--- src/rtl/adc_access_arbiter.sv ---
// adc_access_arbiter
//
// Shares a single ADC between N_REQ clients. The ADC is granted round-robin: each
// granted client gets a registered conversion request held high for REQ_LEN cycles.
// The arbiter then waits up to TIMEOUT cycles for the ready strobe. On ready it
// captures the sample and pulses ack for the owner; on timeout it pulses err instead.
//
// Ports:
//   clk_i           system clock, rising edge
//   reset_n_i       asynchronous active-low reset
//   req_i           level request per client, held until its ack_o/err_o
//   ack_o           one-cycle pulse, data_o valid for that client
//   err_o           one-cycle pulse, that client's conversion timed out
//   data_o          last captured sample, held until the next capture
//   owner_o         index of the current or last granted client
//   busy_o          high whenever a transaction is in progress
//   adc_data_req_o  registered ADC conversion request
//   adc_data_rdy_i  ADC ready strobe
//   adc_data_i      ADC sample, valid while adc_data_rdy_i is high
module adc_access_arbiter #(
  parameter int unsigned N_REQ   = 4,
  parameter int unsigned DATA_W  = 12,
  parameter int unsigned REQ_LEN = 2,
  parameter int unsigned TIMEOUT = 255
) (
  input  logic                       clk_i,
  input  logic                       reset_n_i,
  input  logic [N_REQ-1:0]           req_i,
  output logic [N_REQ-1:0]           ack_o,
  output logic [N_REQ-1:0]           err_o,
  output logic [DATA_W-1:0]          data_o,
  output logic [$clog2(N_REQ)-1:0]   owner_o,
  output logic                       busy_o,
  output logic                       adc_data_req_o,
  input  logic                       adc_data_rdy_i,
  input  logic [DATA_W-1:0]          adc_data_i
);

  localparam int unsigned OwnerW = $clog2(N_REQ);
  // One extra bit so ptr + offset never wraps before the modulo correction.
  localparam int unsigned CandW  = OwnerW + 1;
  localparam int unsigned CntW   = 16;

  localparam logic [CandW-1:0]  NReqC      = CandW'(N_REQ);
  localparam logic [OwnerW-1:0] OwnerLast  = OwnerW'(N_REQ - 1);
  localparam logic [CntW-1:0]   ReqLast    = CntW'(REQ_LEN - 1);
  localparam logic [CntW-1:0]   WaitLast   = CntW'(TIMEOUT - 1);

  typedef enum logic [1:0] {
    StIdle,
    StReq,
    StWait,
    StDone
  } state_e;

  state_e              state_q, state_d;
  logic [CntW-1:0]     cnt_q, cnt_d;
  logic [OwnerW-1:0]   ptr_q, ptr_d;
  logic [OwnerW-1:0]   owner_q, owner_d;
  logic [N_REQ-1:0]    ack_q, ack_d;
  logic [N_REQ-1:0]    err_q, err_d;
  logic [DATA_W-1:0]   data_q, data_d;
  logic                busy_q, busy_d;
  logic                adc_req_q, adc_req_d;

  logic                grant_valid;
  logic [OwnerW-1:0]   grant_idx;
  logic [CandW-1:0]    cand;

  // Round-robin search: ptr, ptr+1, ... mod N_REQ; the first requester wins.
  always_comb begin
    grant_valid = 1'b0;
    grant_idx   = '0;
    cand        = '0;
    for (int unsigned i = 0; i < N_REQ; i++) begin
      cand = {1'b0, ptr_q} + CandW'(i);
      if (cand >= NReqC) begin
        cand = cand - NReqC;
      end
      if (!grant_valid && req_i[cand[OwnerW-1:0]]) begin
        grant_valid = 1'b1;
        grant_idx   = cand[OwnerW-1:0];
      end
    end
  end

  always_comb begin
    state_d   = state_q;
    cnt_d     = cnt_q;
    ptr_d     = ptr_q;
    owner_d   = owner_q;
    ack_d     = '0;
    err_d     = '0;
    data_d    = data_q;
    adc_req_d = adc_req_q;

    unique case (state_q)
      StIdle: begin
        if (grant_valid) begin
          owner_d   = grant_idx;
          state_d   = StReq;
          adc_req_d = 1'b1;
          cnt_d     = '0;
        end
      end

      // cnt counts completed request cycles; drop after the REQ_LEN-th.
      StReq: begin
        if (cnt_q == ReqLast) begin
          adc_req_d = 1'b0;
          state_d   = StWait;
          cnt_d     = '0;
        end else begin
          cnt_d = cnt_q + 1'b1;
        end
      end

      // At most TIMEOUT wait cycles; ready in the last one still wins over abort.
      StWait: begin
        if (adc_data_rdy_i) begin
          data_d         = adc_data_i;
          ack_d[owner_q] = 1'b1;
          state_d        = StDone;
        end else if (cnt_q == WaitLast) begin
          err_d[owner_q] = 1'b1;
          state_d        = StDone;
        end else begin
          cnt_d = cnt_q + 1'b1;
        end
      end

      // ack/err pulse is visible in this cycle; advance fairness pointer past owner.
      StDone: begin
        ptr_d   = (owner_q == OwnerLast) ? '0 : owner_q + 1'b1;
        state_d = StIdle;
      end

      default: begin
        state_d = StIdle;
      end
    endcase

    busy_d = (state_d != StIdle);
  end

  always_ff @(posedge clk_i or negedge reset_n_i) begin
    if (!reset_n_i) begin
      state_q   <= StIdle;
      cnt_q     <= '0;
      ptr_q     <= '0;
      owner_q   <= '0;
      ack_q     <= '0;
      err_q     <= '0;
      data_q    <= '0;
      busy_q    <= 1'b0;
      adc_req_q <= 1'b0;
    end else begin
      state_q   <= state_d;
      cnt_q     <= cnt_d;
      ptr_q     <= ptr_d;
      owner_q   <= owner_d;
      ack_q     <= ack_d;
      err_q     <= err_d;
      data_q    <= data_d;
      busy_q    <= busy_d;
      adc_req_q <= adc_req_d;
    end
  end

  assign ack_o          = ack_q;
  assign err_o          = err_q;
  assign data_o         = data_q;
  assign owner_o        = owner_q;
  assign busy_o         = busy_q;
  assign adc_data_req_o = adc_req_q;

endmodule

--- config.mk ---
export PLATFORM = sky130hd
export DESIGN_NAME = adc_access_arbiter
export DESIGN_NICKNAME = d
export VERILOG_FILES = /design/src/rtl/adc_access_arbiter.sv
export SDC_FILE = /design/constraint.sdc
export NUM_CORES = 1
export LEC_CHECK = 0
export CORE_MARGIN = 2
export CORE_UTILIZATION = 47
export DETAILED_ROUTE_END_ITERATION = 8
export PLACE_DENSITY = 0.74
export SLEW_MARGIN = 25
export SYNTH_ARGS = -nofsm -noshare
export SYNTH_HDL_FRONTEND = slang
export SYNTH_SLANG_ARGS = --single-unit
--- constraint.sdc ---
create_clock -name clk_i -period 2.06 [get_ports clk_i]
set_clock_uncertainty 0.15 [all_clocks]
set_input_delay 0.412 -clock clk_i [delete_from_list [all_inputs] [get_ports clk_i]]
set_output_delay 0.412 -clock clk_i [all_outputs]
set_load 0.1 [all_outputs]
==> impl_results.md <==
- Area growth syn-to-layout: 39.31%
- IO buf count: 42
- Pwr Total: 0.004932 W
- Max incr delay on CP: 0.41 ns
- #FFs+latches synth: 44
- P_leak: 1.419 nW
- Clock sinks: 44
- Commonest cells in the netlist: dfrtp_1 (44), nand2_1 (27), nand3_1 (15)
- Filler cells: 356
- Num ports: 43
- Pre-antenna DRT Iters: 4
- Count leader, synth: dfrtp_1
- Die Ht: 73.49 um
- DR vias: 1863
- Synthesized Nets: 235
- CTS max path bufs: 2
- # hold bufs at CTS: 0
- Maximum vdd drop: 1.275 mV
- Sequential area share after synthesis: 48.51%
- CP endpoint kind: flip-flop
- CP Cell Sequence: inv_1 -> ha_2 -> nor3_1 -> a21oi_2 -> nand3_4 -> nand2b_4 -> o311ai_2
- Top cells by area, synth: dfrtp_1 (49%), mux2_2 (6.9%), ha_1 (6.6%)
- Slew Limit Fails: 0
- Reg2reg setup slack: 0.12 ns
- Most Crowded Layer GR: met2
- CTS root buf: clkbuf_8
- Post-Syn Area: 2270 sq um
- HP Class: input port to async pin
- Grt total ovfl: 0
- Die Wd: 73.49 um
- Fin Hold WS: 0.03093 ns
- Die area: 5401 sq um
- Routed len/inst: 14.83 um
- Asr flop ratio synth: 100.0%
- Met3 GRT Util: 3.841%
- Drt via density: 5.595
- Vias in the first global route: 1831
- Critical path data required time: 2.11 ns
- CP max-delay cell: dfrtp_1
- Final WS setup: 0.1184 ns
- GP Congestion: 0.7985
- Synth top area share: 48.51%
- WL final: 4.937 mm
- Post-Synthesis Cells: 204
- Critical Path Start Type: flip-flop
- Unrepaired setup endpoints after global routing: false
- Setup CP Type: flip-flop to flip-flop
- First-pass GRT wire length: 8.252 mm
- CP arrival: 1.99 ns
- Initial antenna violation count: 0
- Number of buffers created by CTS: 5
- Crit Path Max Fanout: 8
- Total track usage: 19.59%
- R2R depth: 7
- Pin count of the biggest net entering global routing: 45
- Post-synth EDFFs: 0
- Slew headroom: 63.53%
- Clk Latency, worst-skew pair: 0.30 ns
- Met1 usage: 25.66%
- Clock transition at the registers of the reported paths: 0.09 ns
- Total Neg Setup Slack: 0 ns
- Top_reg_cell synth: dfrtp_1
- Final hold vios: 0
- DR iter-0 viols: 105
- Max cap viols: 0
- Fmax: 0.5151 GHz
- CTS tree: done
- Crit. Startpoint: state_q[0]$_DFF_PN0_
- Layout cells sized above 1: 36.20%
- Avg Cell Area, Syn: 11.13 sq um
- Residual DRC: 0
- Crit Reg-Reg Endpoint: cnt_q[10]$_DFFE_PN0P_
- Fin crit share: 94.25%
- Worst-Margin Slew: 0.5470 ns
- Worst Setup EP: cnt_q[10]$_DFFE_PN0P_
- Met2 Usage GRT: 31.94%
- Final Critical Period: 1.942 ns
- Reg2Reg Launch Point: state_q[0]$_DFF_PN0_
- Hpwl dp: 3.538 mm
- Run status: completed
- Detail Route Antenna Nets: 0
- Design Area, Final: 3162 sq um
- Final setup viols: 0
- Yosys top cell by area: dfrtp_1
- DP Area: 2913 sq um
- Row count: 25
- Syn. warnings: 0
- Core ar.: 4692 sq um
- Initial Util: 48.37%
- ANT cells: 0
- H-Tree Depth: 2
- Nets: 309
- Post-place setup slack: -0.1500 ns
- Power per Cell Area: 1560 nW/um^2
- Synth unique cells: 40
## cell type report
| class | count | area, sq um | share of cell area (%) |
|---|---|---|---|
| Sequential cell | 44 | 1101 | 34.82 |
| Tap cell | 54 | 67.56 | 2.137 |
| Multi-Input combinational cell | 147 | 1214 | 38.39 |
| Timing Repair Buffer | 72 | 634.4 | 20.06 |
| Clock inverter | 3 | 46.29 | 1.464 |
| Clock buffer | 5 | 68.82 | 2.176 |
| Inverter | 8 | 30.03 | 0.9497 |
## kinds of logic (layout without fill, tap and decap cells)
logic type,Yosys count,in the layout,synth area share (%)
and+or+nand+nor,84,85,21.06
DFF,44,44,48.51
AOI/OAI and AO/OA,35,35,13.34
muxes,15,15,7.387
buffers and inverters,14,88,3.087
adders and majority gates,12,12,6.615
## report_power, final
part / switching, W / leakage (nW) / internal (W)
clock network: 0.000307 / 0.0548 / 0.000365
logic: 0.00200 / 0.788 / 0.00101
registers: 0.000165 / 0.576 / 0.00108
total: 0.00248 / 1.42 / 0.00246
## state kept, by name, summed over array words and instances (netlist names)
name	cells
busy_o	1
err_o	4
owner_o	2
ptr_q	2
state_q	2
ack_o	4
data_o	12
adc_data_req_o	1
cnt_q	16
## stage by stage
stage               instances  util (%)
floorplan                 204         -
global placement          322     62.08
detailed placement        322     62.08
CTS                       330     64.75
global route              333     67.39
finish                    333     67.39
## repair_timing
action                     4_1_cts  5_1_grt
gates resized for setup          2       15
setup endpoints to repair        5       16
gates cloned                     0        1
setup buffers                    0        2
## layer usage
| layer | up-vias | part of all wire, % | wire (um) |
|---|---|---|---|
| li1 | 906 | - | - |
| met1 | 904 | 45 | 2225 |
| met4 | 0 | 1.3 | 62 |
| met3 | 6 | 6.0 | 295 |
| met5 | - | 0 | 0 |
| met2 | 47 | 48 | 2352 |
## how the worst min path moves through the flow
stage | cells past startpoint | to | slack [ns] | from
2_1_floorplan | 0 | ack_o[0]$_DFF_PN0_ | -0.03 | reset_n_i
3_3_place_gp | 1 | data_o[3]$_DFFE_PN0P_ | 0.34 | data_o[3]$_DFFE_PN0P_
3_5_place_dp | 1 | data_o[3]$_DFFE_PN0P_ | 0.34 | data_o[3]$_DFFE_PN0P_
4_1_cts | 2 | data_o[2]$_DFFE_PN0P_ | 0.05 | reset_n_i
5_1_grt | 2 | data_o[8]$_DFFE_PN0P_ | 0.08 | reset_n_i
6_report | 2 | data_o[2]$_DFFE_PN0P_ | 0.03 | reset_n_i
## placed cells by master, fill, tap and decap left out, types with 4 or more instances in the layout
cell             count
inv_1                8
nand2_1             27
nand3_1             15
nand4_1              7
and3_1               5
and4_1               4
clkbuf_8             5
buf_12               4
nand2b_1             4
and2_1               7
clkdlybuf4s50_1     17
o21ai_0              5
buf_4               49
ha_1                10
o311ai_2            11
mux2_2              14
dfrtp_1             44
## worst max-delay path: cells and delay by family, from the launching register on
kind,cells,cell delay [ns]
AND/OR/NAND/NOR,3,0.41
buffers and inverters,1,0.17
AO/OA/AOI/OAI,2,0.43
flip-flops,1,0.41
adder cells (fa/ha/maj),1,0.26
No activity file was read; power rests on OpenSTA's default activity.
